$ cat src/rtl/apb_req_arbiter.sv
`default_nettype none
// ============================================================================
// Module   : apb_req_arbiter
// Purpose  : Round-robin front end that shares one APB leader between
//            NUM_REQ command sources. One APB transfer per grant, at most
//            one transfer outstanding. Completion is detected by snooping
//            PSEL/PENABLE/PREADY on the bus; read data is returned to the
//            source that owned the transfer.
// Ports    : PCLK, PRESETN       clock / asynchronous active-low reset
//            req_valid/ready     per-source command handshake (ready one-hot)
//            req_write/addr/wdata per-source command fields (flattened)
//            rsp_valid/rdata     one-cycle one-hot completion + read data
//            lead_*              leader driver-side inputs
//            bus_*               snooped APB completer-side signals
// Revision : 1.0 - initial release
// ============================================================================
module apb_req_arbiter #(
  parameter int NUM_REQ    = 4,
  parameter int ADDR_WIDTH = 10,
  parameter int DATA_WIDTH = 16
) (
  input  logic                           PCLK,
  input  logic                           PRESETN,
  input  logic [NUM_REQ-1:0]             req_valid,
  output logic [NUM_REQ-1:0]             req_ready,
  input  logic [NUM_REQ-1:0]             req_write,
  input  logic [NUM_REQ*ADDR_WIDTH-1:0]  req_addr,
  input  logic [NUM_REQ*DATA_WIDTH-1:0]  req_wdata,
  output logic [NUM_REQ-1:0]             rsp_valid,
  output logic [DATA_WIDTH-1:0]          rsp_rdata,
  output logic                           lead_transfer,
  output logic                           lead_read_write,
  output logic [ADDR_WIDTH-1:0]          lead_addr,
  output logic [DATA_WIDTH-1:0]          lead_wdata,
  input  logic                           bus_psel,
  input  logic                           bus_penable,
  input  logic                           bus_pready,
  input  logic [DATA_WIDTH-1:0]          bus_prdata
);

  localparam int ID_W = (NUM_REQ > 1) ? $clog2(NUM_REQ) : 1;

  // Widened copy of NUM_REQ so the modulo wrap compares equal widths.
  localparam logic [ID_W:0]   NUM_REQ_EXT = (ID_W+1)'(NUM_REQ);
  localparam logic [ID_W-1:0] LAST_ID     = ID_W'(NUM_REQ - 1);

  localparam logic [1:0] ST_IDLE = 2'd0;
  localparam logic [1:0] ST_BUSY = 2'd1;
  localparam logic [1:0] ST_RESP = 2'd2;

  logic [1:0]            state;
  logic [1:0]            state_nxt;
  logic [ID_W-1:0]       rr_ptr;
  logic [ID_W-1:0]       cmd_id;
  logic [ID_W-1:0]       win_id;
  logic [ID_W:0]         cand;
  logic                  win_found;
  logic                  accept;
  logic                  done;
  logic                  busy_done;

  logic [ADDR_WIDTH-1:0] addr_arr  [NUM_REQ];
  logic [DATA_WIDTH-1:0] wdata_arr [NUM_REQ];

  // --------------------------------------------------------------------------
  // Unflatten the per-source command buses.
  // --------------------------------------------------------------------------
  generate
    for (genvar gi = 0; gi < NUM_REQ; gi++) begin : g_unpack
      assign addr_arr[gi]  = req_addr[gi*ADDR_WIDTH +: ADDR_WIDTH];
      assign wdata_arr[gi] = req_wdata[gi*DATA_WIDTH +: DATA_WIDTH];
    end
  endgenerate

  // --------------------------------------------------------------------------
  // Round-robin search: first valid source at rr_ptr, rr_ptr+1, ... wrapping
  // at NUM_REQ. The candidate index is one bit wider so the wrap can be done
  // with a single compare-and-subtract.
  // --------------------------------------------------------------------------
  always_comb begin
    win_found = 1'b0;
    win_id    = '0;
    cand      = '0;
    for (int k = 0; k < NUM_REQ; k++) begin
      cand = {1'b0, rr_ptr} + (ID_W+1)'(k);
      if (cand >= NUM_REQ_EXT) begin
        cand = cand - NUM_REQ_EXT;
      end
      if (!win_found && req_valid[cand[ID_W-1:0]]) begin
        win_found = 1'b1;
        win_id    = cand[ID_W-1:0];
      end
    end
  end

  assign accept    = (state == ST_IDLE) && win_found;
  assign done      = bus_psel & bus_penable & bus_pready;
  assign busy_done = (state == ST_BUSY) && done;

  // Transfer is held through SETUP and ACCESS and dropped in the completion
  // cycle, so the leader falls back to IDLE instead of chaining a new SETUP.
  assign lead_transfer = (state == ST_BUSY) && !done;

  // --------------------------------------------------------------------------
  // One-hot handshake outputs. Ready is gated by PRESETN so it stays low
  // while reset is asserted even if sources are presenting commands.
  // --------------------------------------------------------------------------
  generate
    for (genvar gi = 0; gi < NUM_REQ; gi++) begin : g_onehot
      assign req_ready[gi] = accept && PRESETN && (win_id == ID_W'(gi));
      assign rsp_valid[gi] = (state == ST_RESP) && (cmd_id == ID_W'(gi));
    end
  endgenerate

  // --------------------------------------------------------------------------
  // Control FSM: IDLE -> BUSY -> RESP -> IDLE
  // --------------------------------------------------------------------------
  always_comb begin
    state_nxt = state;
    case (state)
      ST_IDLE: if (win_found) state_nxt = ST_BUSY;
      ST_BUSY: if (done)      state_nxt = ST_RESP;
      ST_RESP:                state_nxt = ST_IDLE;
      default:                state_nxt = ST_IDLE;
    endcase
  end

  always_ff @(posedge PCLK or negedge PRESETN) begin
    if (!PRESETN) begin
      state  <= ST_IDLE;
      rr_ptr <= '0;
    end else begin
      state <= state_nxt;
      // Pointer moves past the owner only once its response is delivered.
      if (state == ST_RESP) begin
        rr_ptr <= (cmd_id == LAST_ID) ? '0 : cmd_id + 1'b1;
      end
    end
  end

  // --------------------------------------------------------------------------
  // Command registers: captured on accept, stable until the next accept.
  // lead_read_write uses the leader's polarity (1=read).
  // --------------------------------------------------------------------------
  always_ff @(posedge PCLK or negedge PRESETN) begin
    if (!PRESETN) begin
      cmd_id          <= '0;
      lead_read_write <= 1'b1;
      lead_addr       <= '0;
      lead_wdata      <= '0;
    end else if (accept) begin
      cmd_id          <= win_id;
      lead_read_write <= ~req_write[win_id];
      lead_addr       <= addr_arr[win_id];
      lead_wdata      <= wdata_arr[win_id];
    end
  end

  // Read data is captured in the completion cycle; writes return zero.
  always_ff @(posedge PCLK or negedge PRESETN) begin
    if (!PRESETN) begin
      rsp_rdata <= '0;
    end else if (busy_done) begin
      rsp_rdata <= lead_read_write ? bus_prdata : '0;
    end
  end

endmodule
`default_nettype wire
$ cat config.mk
export PLATFORM = sky130hd
export DESIGN_NAME = apb_req_arbiter
export DESIGN_NICKNAME = d
export VERILOG_FILES = /design/src/rtl/apb_req_arbiter.sv
export SDC_FILE = /design/constraint.sdc
export NUM_CORES = 1
export LEC_CHECK = 0
export ABC_AREA = 0
export CAP_MARGIN = 20
export CORE_UTILIZATION = 34
export DETAILED_ROUTE_END_ITERATION = 8
export PLACE_DENSITY = 0.87
export SYNTH_ARGS = -nofsm -noshare
export SYNTH_HDL_FRONTEND = slang
export SYNTH_SLANG_ARGS = --single-unit
$ cat constraint.sdc
create_clock -name PCLK -period 1.9 [get_ports PCLK]
set_input_delay 0.38 -clock PCLK [delete_from_list [all_inputs] [get_ports PCLK]]
set_output_delay 0.38 -clock PCLK [all_outputs]
set_load 0.005 [all_outputs]
# Word level (Yosys, flattened, before mapping)
# Cells that the tools add are included.
# op_classes
addsub	8
order_cmp	10
n_eq_ne	10
n_mux	33
bitwise_logic	4
n_reduce_logical	23
# ops
cell	count
2-to-1 mux 16 bit	3
binary-select mux 16 bit (select 2 bit)	1
2-to-1 mux 2 bit	11
binary-select mux 10 bit (select 2 bit)	1
2-to-1 mux 10 bit	2
logical AND 1 bit	15
less-than comparator 2 x 3 -> 1 bit (second input constant)	5
>= comparator 3 bit (second input constant)	4
binary-select mux 1 bit (select 2 bit)	5
== test 2 bit (second input constant)	5
2-to-1 mux 1 bit	9
subtractor 2 x 1 -> 2 bit (second input constant)	4
adder 2 x 2 -> 3 bit (second input constant)	2
== test 2 x 1 -> 1 bit (second input constant)	3
logical NOT 2 bit	3
logical NOT 1 bit	4
!= test 2 bit (second input constant)	2
one-hot mux 2 bit (2 select lines)	1
adder 2 x 1 -> 3 bit (second input constant)	1
>= comparator 2 x 3 -> 1 bit (second input constant)	1
NOT 2 -> 3 bit	1
adder 2 x 1 -> 2 bit (second input constant)	1
AND 1 bit	2
AND reduction 2 bit	1
NOT 1 bit	1
# word_totals
register_bits	49
inputBits	133
output_inout_bits	52
elab_cells	95

# Longest topological paths before layout
# logic_depth
word_depth	18
depth_mapped	8
depth_no_buf	5

# Worst setup path after synthesis
# No wires, ideal clock.
# synth_path
path_kind	register -> register
startpoint	register rr_ptr[1]
endpoint	register lead_addr[2]
setup_time_ps	131
arrival_time_ps	1672
required_time_ps	1769
setup_slack_ps	97
path_stages_with_launch	9
path_buffers	3
synth_period_minus_slack_ps	1803
path_cell_list	dfrtp_1 > buf_6 > a21bo_2 > a221o_1 > buf_6 > buf_12 > mux2_4 > nand2_2 > a21oi_2
# synth_via
elab_chain_len	18
word_cells_on_any_way	42
cone_classes	add/sub: 7; order compare: 4; mux: 23; bitwise: 1; reduce/logical: 7
# synth_rtl
item	line_no	text
start, declared	53	logic [ID_W-1:0] rr_ptr;
start signal, assigned	136	rr_ptr <= (cmd_id == LAST_ID) ? '0 : cmd_id + 1'b1;
parallel branches: the longest is 18 deep, another holds adder 2 x 1 -> 3 bit	-	
end signal, assigned	154	lead_addr <= addr_arr[win_id];
end, declared	33	output logic [ADDR_WIDTH-1:0] lead_addr,
# Parallel ways; which one is timed is not known. The select of a mux whose other input is x is not followed.
# A chain may end at the register's enable or synchronous reset.

# Final worst setup path
# layout_path
startpoint	register rr_ptr[1]
endpoint	register lead_wdata[2]
# layout_via
elab_chain_len	18
word_cells_on_any_way	42
cone_classes	add/sub: 7; order compare: 4; mux: 23; bitwise: 1; reduce/logical: 7
# layout_rtl
item	line_no	text
parallel branches: the longest is 18 deep, another holds adder 2 x 1 -> 3 bit	-	
end signal, assigned	155	lead_wdata <= wdata_arr[win_id];
end, declared	34	output logic [DATA_WIDTH-1:0] lead_wdata,
# Parallel ways; which one is timed is not known. The select of a mux whose other input is x is not followed.

==> metrics.yaml <==
outcome:
  status: "finished, violations left"
  violations: "setup timing"
global_route:
  grt_pass1_vias: 3389
  track_usage: 0.220
  antenna_found_initial: 0
  grt_pass1_wl_microns: 16500
  grt_max_degree: 39
  grt_overflow_total: 0
cells_and_area:
  insertedDiodeCount: 0
  nets: 667
  final_cell_area_sq_mm: 0.00557
  drive_above_1_share: 0.296
  final_util: 0.641
  area_delta_synth_final_pct: 82.7
  stdcell_count: 639
setup_path:
  rrSetupSlack_ps: -120
  critPathMaxFanout: 6
  r2r_cells: 8
  crit_chain: "buf_6, a21bo_2, a221o_2, buf_12, buf_16, mux2_2, nand2_1, a21oi_1"
  end_kind: "flop"
  arrival_ps: 2200
  crit_slowest_cell: "dfrtp_2"
  cp_slowest_stage_delay_ps: 460
  rr_endpoint: "lead_wdata[2]"
  critPathLaunchType: "flop"
  r2r_start: "rr_ptr[1]"
  critPathKind: "reg -> reg"
  required_ps: 2070
clock_tree:
  htreeDepth: 2
  clkTransAtPathRegs_ps: 100
  cts_buffer_depth: 2
  numClockSinks: 49
  cts_root_buf: "clkbuf_8"
  cts_tree: "yes"
  clkLatencyLatePin_ps: 300
  cts_buffers: 5
floorplanning:
  initial_core_util: 0.351
  num_io_pins: 185
  coreArea_sq_mm: 0.00868
  die_area_sq_mm: 0.00934
  num_rows: 34
  fp.dieW_microns: 96.7
  die_h_microns: 96.7
synthesis:
  avgSynthCellArea_sq_um: 9.80
  synthFlopType: "dfrtp_1"
  synthArstFlopShare: 1.00
  syn_area_sq_mm: 0.00305
  syn_nets: 448
  synth-seq-cells: 49
  synthDistinctLibCells: 43
  synth_edf_count: 0
  syn_inst: 311
  ys_warn_count: 0
  ys_seq_area_frac: 0.403
sta:
  fin_tns_setup_ps: -1320
  setup_viol: 20
  worst_slew_pin_slew_ps: 475
  rsz0062_at_grt: "yes"
  fin_crit_sh: 1.06
  worst_slew_margin_rel: 0.683
  drv_slew: 0
  fin_worst_skew_ps: 8.27
  fin_crit_ps: 2020
  max_freq_mhz: 495
  setup_ws_ps: -121
  hold_viol_final: 0
  timing.hold.ws_ps: 472
job:
  drv_cap: 0
detailed_routing:
  ant_nets: 0
  drt-pass1-iter-count: 4
  drcViolationCount: 0
  drt_iter0_drc: 65
  wl_per_cell_microns: 16.3
  vias: 3297
  drt_wl_total_microns: 10400
  viasPerCell: 5.16
power:
  leakagePower_nw: 2.41
  ir_drop_v: 0.000625
  powerDensity_mw_per_mm2: 1210
  finalPower_mw: 6.73
hold_path:
  hold_depth: 2
  whs_endpoint: "rsp_rdata[6]"
  min_path_type: "reg -> reg"
  hp-start: "rsp_rdata[6]"
place:
  placed_cell_area_sq_mm: 0.00511
  dpl.hpwl_microns: 7630
  numPortBuffers: 184
  pre_cts_ws_ps: -737
  gp_congestion: 0.772
  dp_cells: 613
[worst max-delay path by stage]
stage,end,startpoint
finish,lead_wdata[2],rr_ptr[1]
global route,lead_wdata[2],rr_ptr[1]
CTS,lead_addr[8],rr_ptr[1]
detailed placement,req_ready[1],req_valid[3]
global placement,req_ready[1],req_valid[0]
floorplan,lead_addr[2],rr_ptr[1]
[layout by cell type (no fill, tap or decap), types with 2 or more instances in the layout]
cell type and count:
inv_1 6, buf_4 33, mux2i_1 7, a221oi_1 18, dfrtp_1 46, dlygate4sd2_1 2, mux2_4 14, buf_2 5
o22a_1 5, and2_4 3, and2_1 2, nor2_1 28, buf_16 2, nand2_1 41, a21oi_2 16, buf_12 4
clkdlybuf4s50_1 170, mux2_2 8, nand3_1 17, o21ai_0 3, dfrtp_2 2, clkbuf_8 5, a221o_1 5, or2_2 2
a221oi_2 3, clkdlybuf4s15_1 2, ha_1 4, buf_6 16, nand2_2 17, a21oi_1 8, and3_4 5
[where the power goes]
group          internal, mW  switching (mW)
Combinational          2.44            1.80
Sequential             1.57           0.309
Clock                 0.262           0.353
[state kept, by name (all words and copies together), names as in the netlist]
signal           flops
lead_wdata          16
rsp_rdata           16
lead_addr           10
cmd_id               2
rr_ptr               2
state                2
lead_read_write      1
[final cells by class]
type,count,area [sq um]
multi-input combinational,230,1730
inverter,8,30.0
tap,108,135
sequential,49,1230
clock buffer,5,68.8
clock inverter,3,21.3
timing repair buffer,236,2350
fill,693,3110
[synth_stat cells, types with 3 or more instances]
library cell	n	share of area
nor2b_1	3	0.0062
mux2_4	13	0.064
nand2_2	12	0.025
a221o_1	6	0.020
buf_2	3	0.0049
nor2_1	30	0.037
nand2_1	47	0.058
clkbuf_1	6	0.0074
o22a_1	5	0.014
a21oi_1	12	0.020
inv_1	7	0.0086
and3_1	5	0.010
o21ai_0	5	0.0082
a221oi_1	21	0.060
a21oi_2	12	0.034
and2_1	4	0.0082
mux2i_1	7	0.023
dfrtp_1	48	0.39
mux2_2	9	0.033
buf_6	10	0.037
nand3_1	17	0.028
ha_1	4	0.016
[layer usage]
| metal | global-route usage | share of wire | vias up |
|---|---|---|---|
| met5 | 0 | 0 | - |
| met2 | 0.393 | 0.51 | 169 |
| met1 | 0.262 | 0.40 | 1570 |
| li1 | - | - | 1541 |
| met3 | 0.0549 | 0.073 | 17 |
| met4 | 0.0540 | 0.016 | 0 |
[logic make-up after synthesis]
logic type	after synthesis	share of synthesized area
fa+ha+maj	4	0.0164
simple gates	125	0.189
mux	29	0.120
compound gates	72	0.190
flops	49	0.403
buf+inv	32	0.0813
[repair_timing]
action                                 in CTS  in global routing
cloned                                      3                  0
hold buffers                                1                  0
resized for setup                          79                 24
setup endpoints to repair                  35                 35
pin swaps                                  31                  8
endpoints found under the hold margin       2                  0
buffers inserted                           18                  0
[worst max-delay path: cells and delay by family, from the launching register on]
| kind | cells | cell delay (ps) |
|---|---|---|
| buf+inv | 3 | 420 |
| compound gates | 3 | 650 |
| mux | 1 | 280 |
| flops | 1 | 460 |
| simple gates | 1 | 80 |
Power figures use the tool's default switching activity.
